==> src/rtl/hs_pkg.sv <==
// Shared types and constants for the four-phase request/accept link.
// The state encoding is exported as plain localparams so receiver-side benches can decode it.
package hs_pkg;

  localparam logic [1:0] HS_TX_IDLE  = 2'd0;
  localparam logic [1:0] HS_TX_REQ   = 2'd1;
  localparam logic [1:0] HS_TX_REL   = 2'd2;
  localparam logic [1:0] HS_TX_ABORT = 2'd3;

  typedef enum logic [1:0] {
    IDLE  = HS_TX_IDLE,
    REQ   = HS_TX_REQ,
    REL   = HS_TX_REL,
    ABORT = HS_TX_ABORT
  } hs_tx_state_t;

  // The timer only ever holds 0..timeout-1, so clog2 bits are enough.
  function automatic int hs_timer_width(input int timeout);
    return (timeout <= 2) ? 1 : $clog2(timeout);
  endfunction

endpackage

==> src/rtl/hs_fifo.sv <==
// Small circular-buffer FIFO with a separate occupancy counter.
// A full FIFO refuses pushes even when a pop happens in the same cycle.
module hs_fifo #(
  parameter int W     = 8,
  parameter int DEPTH = 4
) (
  input  logic                     clk,
  input  logic                     rst,
  input  logic                     push,
  input  logic [W-1:0]             push_data,
  input  logic                     pop,
  output logic [W-1:0]             head,
  output logic [$clog2(DEPTH):0]   count,
  output logic                     full,
  output logic                     empty
);

  localparam int PW = $clog2(DEPTH);
  localparam int CW = $clog2(DEPTH) + 1;

  logic [W-1:0]  mem [DEPTH];
  logic [PW-1:0] rd_ptr;
  logic [PW-1:0] wr_ptr;
  logic          push_ok;
  logic          pop_ok;

  assign full    = (count == CW'(DEPTH));
  assign empty   = (count == '0);
  assign push_ok = push & ~full;
  assign pop_ok  = pop & ~empty;
  assign head    = mem[rd_ptr];

  // Storage carries no reset; stale entries are unreachable once the pointers clear.
  always_ff @(posedge clk) begin
    if (push_ok) begin
      mem[wr_ptr] <= push_data;
    end
  end

  always_ff @(posedge clk or posedge rst) begin
    if (rst) begin
      rd_ptr <= '0;
      wr_ptr <= '0;
      count  <= '0;
    end else begin
      if (push_ok) begin
        wr_ptr <= wr_ptr + PW'(1);
      end
      if (pop_ok) begin
        rd_ptr <= rd_ptr + PW'(1);
      end
      case ({push_ok, pop_ok})
        2'b10:   count <= count + CW'(1);
        2'b01:   count <= count - CW'(1);
        default: count <= count;
      endcase
    end
  end

endmodule

==> src/rtl/hs_req_tx.sv <==
// Four-phase request initiator: drains a local FIFO onto R/D, waits for A, returns to zero.
// A receiver that never answers is abandoned after TIMEOUT cycles and the word is retried.
module hs_req_tx
  import hs_pkg::*;
#(
  parameter int W       = 8,
  parameter int DEPTH   = 4,
  parameter int TIMEOUT = 16
) (
  input  logic                   CLK,
  input  logic                   RST,
  input  logic                   in_valid,
  input  logic [W-1:0]           in_data,
  output logic                   in_ready,
  output logic                   R,
  output logic [W-1:0]           D,
  input  logic                   A,
  output logic [$clog2(DEPTH):0] count,
  output logic                   tmo,
  output logic                   busy
);

  localparam int TW = hs_timer_width(TIMEOUT);
  localparam logic [TW-1:0] TMR_LAST = TW'(TIMEOUT - 1);

  hs_tx_state_t  state;
  logic [TW-1:0] timer;
  logic [W-1:0]  head;
  logic          fifo_full;
  logic          fifo_empty;
  logic          pop;

  assign in_ready = ~fifo_full;
  assign busy     = (state != IDLE);
  assign pop      = (state == REQ) & A;

  hs_fifo #(
    .W     (W),
    .DEPTH (DEPTH)
  ) u_fifo (
    .clk       (CLK),
    .rst       (RST),
    .push      (in_valid),
    .push_data (in_data),
    .pop       (pop),
    .head      (head),
    .count     (count),
    .full      (fifo_full),
    .empty     (fifo_empty)
  );

  // Accept wins over timeout when both land on the same REQ cycle.
  always_ff @(posedge CLK or posedge RST) begin
    if (RST) begin
      state <= IDLE;
      R     <= 1'b0;
      D     <= '0;
      tmo   <= 1'b0;
      timer <= '0;
    end else begin
      tmo <= 1'b0;
      case (state)
        IDLE: begin
          if (!fifo_empty && !A) begin
            state <= REQ;
            R     <= 1'b1;
            D     <= head;
            timer <= '0;
          end
        end
        REQ: begin
          if (A) begin
            state <= REL;
            R     <= 1'b0;
            timer <= '0;
          end else if (timer == TMR_LAST) begin
            state <= ABORT;
            R     <= 1'b0;
            tmo   <= 1'b1;
            timer <= '0;
          end else begin
            timer <= timer + TW'(1);
          end
        end
        REL: begin
          if (!A) begin
            state <= IDLE;
          end
        end
        ABORT: begin
          if (!A) begin
            state <= IDLE;
          end
        end
        default: state <= IDLE;
      endcase
    end
  end

endmodule

==> config.mk <==
export PLATFORM = sky130hd
export DESIGN_NAME = hs_req_tx
export DESIGN_NICKNAME = d
export VERILOG_FILES = /design/src/rtl/hs_pkg.sv /design/src/rtl/hs_fifo.sv /design/src/rtl/hs_req_tx.sv
export SDC_FILE = /design/constraint.sdc
export NUM_CORES = 1
export LEC_CHECK = 0
export ABC_AREA = 1
export CORE_AREA = 2 2 60 90
export DETAILED_ROUTE_END_ITERATION = 10
export DIE_AREA = 0 0 62 92
export GPL_TIMING_DRIVEN = 0
export HOLD_SLACK_MARGIN = 0.02
export PLACE_DENSITY = 0.73
export SYNTH_ARGS = -nofsm -noshare
export SYNTH_HDL_FRONTEND = slang
export SYNTH_SLANG_ARGS = --single-unit
==> constraint.sdc <==
create_clock -name CLK -period 1.6 [get_ports CLK]
set_input_delay 0.16 -clock CLK [delete_from_list [all_inputs] [get_ports CLK]]
set_output_delay 0.16 -clock CLK [all_outputs]
set_load 0.03 [all_outputs]
==> metrics.md <==
| Metric | Value |
|---|---|
| Max-slew headroom | 0.404 |
| Diodes inserted | 0 |
| Largest net degree at the start of global routing | 24 |
| Top sig layer | met4 |
| First DRT Iteration DRCs | 72 |
| Period utilization | 1.12 |
| Hold WC Path Type | input port to async pin |
| Area leader, netlist | edfxtp_1 |
| Most common cell after layout, fill and taps aside | edfxtp_1 |
| First-pass DRT Iterations | 4 |
| First-pass GRT wire length | 7.11 mm |
| Layout cells sized above 1 | 0.247 |
| Vias per std cell | 4.80 |
| Post-synth top area share | 0.400 |
| GRT overflow | 0 |
| Fin nets | 277 |
| Post-synth ARST share | 0.418 |
| Mean routed wirelength per cell | 13.6 um |
| Row count | 32 |
| RSZ-0062 raised after global routing | true |
| Synth Register Bits | 55 |
| Post-Place Cells | 307 |
| Design Area, Final | 3000 um^2 |
| Hold bufs inserted after CTS | 0 |
| Worst slack at placement | -0.450 ns |
| YS warnings | 0 |
| Port Buf Inserts | 26 |
| Status | complete, but fails checks |
| Later-pin clock latency in the skew report | 0.31 ns |
| ANT nets after route | 0 |
| Synth Cell Area | 2400 um^2 |
| Commonest non-fill, non-tap cells in the layout | edfxtp_1 (32), nand2_1 (31), nor2_1 (27), o21ai_1 (21), clkdlybuf4s50_1 (21) |
| Startpoint types | flip-flop |
| Gp weighted congestion | 0.707 |
| Root Buffer | clkbuf_8 |
| Worst-Margin Slew | 0.893 ns |
| Failing checks | negative setup slack |
| Worst setup EP type | flip-flop |
| Synth area leaders | edfxtp_1 (40%), dfrtp_1 (24%), nand2_1 (5.0%), nor2_1 (4.4%), o21ai_1 (4.0%) |
| Critical Path RT | 1.79 ns |
| Initial antenna violation count | 0 |
| Critical path type | flip-flop to flip-flop |
| CTS tree | built |
| Setup violations, final | 26 |
| DRC viols | 0 |
| Worst IR Drop VDD | 0.000760 V |
| Post-synthesis average cell area | 11.3 um^2 |
| Final Hold Vio Count | 0 |
| Mapped Cells | 213 |
| Max_cap viols | 0 |
| Post-synth EDFFs | 32 |
| Netlist cell types | 26 |
| Worst-path clk slew | 0.10 ns |
| Critical-path maximum fanout | 4 |
| F_max | 556 MHz |
| Clk buf depth | 2 |
| Main synth FF type | edfxtp_1 |
| CTS H-tree lvls | 2 |
| Register area share after synthesis | 0.639 |
| Vias | 1568 |
| Area growth syn-to-layout | 24.6% |
| Metal3 WL | 164 um |
| Final std cells w/o fill | 327 |
| Worst setup margin | -0.199 ns |
| Clock Sinks | 55 |
| Number of global-route vias before repair | 1544 |
| Final Critical Period | 1.80 ns |
| Power density over the cells | 1940 nW/um^2 |
| Static Leak | 0.00124 uW |
| Met2 wire len | 2.43 mm |
| Die width | 62 um |
| Num CTS Buffers | 5 |
| Post-Route WL | 4.46 mm |
| Die footprint | 5700 um^2 |
| CP arrival | 1.99 ns |
| Core box area | 5000 um^2 |
| Dpl hpwl | 2.99 mm |
| Die height | 92 um |
| Initial Util | 0.480 |
| Gr usage total | 0.172 |
| Layout Skew | 0.0128 ns |
| Metal1 wirelength | 1.81 mm |
| Slew Limit Fails | 0 |
| I/O pin count | 27 |
| Final core utilization | 0.599 |
| Net Count, Synth | 232 |
| Placed cell area | 2790 um^2 |
==> routing by layer <==
metal  vias to the layer above  global-route usage
met3                         5              0.0381
met5                         -                   0
met1                       744               0.205
li1                        790                   -
met4                         0              0.0585
met2                        29               0.293
==> state kept, by name, summed over array words and instances (netlist names) <==
| name | count |
|---|---|
| D | 8 |
| R | 1 |
| state | 2 |
| timer | 4 |
| tmo | 1 |
| u_fifo.count | 3 |
| u_fifo.mem | 32 |
| u_fifo.rd_ptr | 2 |
| u_fifo.wr_ptr | 2 |
==> report_power, final <==
part           switching, uW  total, uW  leakage [uW]  internal (uW)
Clock                    451        920     0.0000557            469
Combinational           1620       2730      0.000607           1120
Sequential               211       2150      0.000576           1940
Total                   2280       5800       0.00124           3530
==> kinds of logic (layout without fill, tap and decap cells) <==
family,count (synthesis),count (layout),share of synthesized area
AO/OA/AOI/OAI,32,32,0.0697
XOR/XNOR,6,6,0.0219
adder cells (fa/ha/maj),7,7,0.0395
buffers and inverters,24,70,0.0557
flip-flops,55,55,0.639
AND/OR/NAND/NOR,89,89,0.174
==> cell type report <==
type                            instances  area, um^2
Clock inverter                          2        36.3
Fill cell                             405        2010
Multi-Input combinational cell        134         787
Clock buffer                            6        72.6
Inverter                               18        71.3
Buffer                                  6        63.8
Tap cell                               68        85.1
Timing Repair Buffer                   38         339
Sequential cell                        55        1540
==> cells in the mapped netlist (2+ instances only) <==
| master | n |
|---|---|
| nand3_2 | 2 |
| inv_1 | 13 |
| o21ai_1 | 19 |
| inv_2 | 3 |
| o21ai_0 | 9 |
| a21oi_1 | 2 |
| buf_6 | 3 |
| xnor2_1 | 2 |
| dfrtp_1 | 23 |
| xor2_1 | 4 |
| nor2_1 | 28 |
| edfxtp_1 | 32 |
| nand2_1 | 32 |
| buf_4 | 2 |
| ha_1 | 6 |
| nand2_2 | 12 |
| nand3_1 | 6 |
| nor2_2 | 6 |
| o21ai_2 | 2 |
==> final timing paths <==
path                             from          endpoint  slack (ns)  depth (start not counted)
max in group asynchronous         RST   u_fifo.count[2]        0.66                          2
hold / removal                    RST          state[1]        0.33                          2
setup reg to reg             state[1]   u_fifo.count[2]       -0.20                          9
setup / recovery             state[1]   u_fifo.count[2]       -0.20                          9
min in group CLK           in_data[6]  u_fifo.mem[3][6]        0.48                          1
hold reg to reg                     R                 R        0.48                          2
==> worst max-delay path, stage by stage, from the launching register on <==
cell      delay [ns]
dfrtp_1         0.44
nor2_2          0.14
nand3_2         0.11
clkinv_2        0.10
ha_4            0.13
inv_2           0.05
fa_2            0.35
a21oi_2         0.13
o21ai_1         0.09
xor2_1          0.14
==> repair_timing <==
item                                    CTS  global route
endpoints found under the hold margin     0             0
endpoints found under the setup margin   36            34
gates resized for setup                   5             8
pin swaps                                 2             5
setup buffers                             7             5
==> per-stage QoR <==
| stage | setup TNS [ns] | hold slack, ns | power [uW] |
|---|---|---|---|
| detailed placement | -7.49 | 0.463 | 4730 |
| floorplan | -0.420 | 0.162 | 3970 |
| finish | -2.58 | 0.335 | 5800 |
| CTS | -5.00 | 0.370 | 5730 |
| global placement | -6.90 | 0.460 | 4680 |
| global route | -5.18 | 0.426 | 6240 |
No activity file was read; power rests on OpenSTA's default activity.
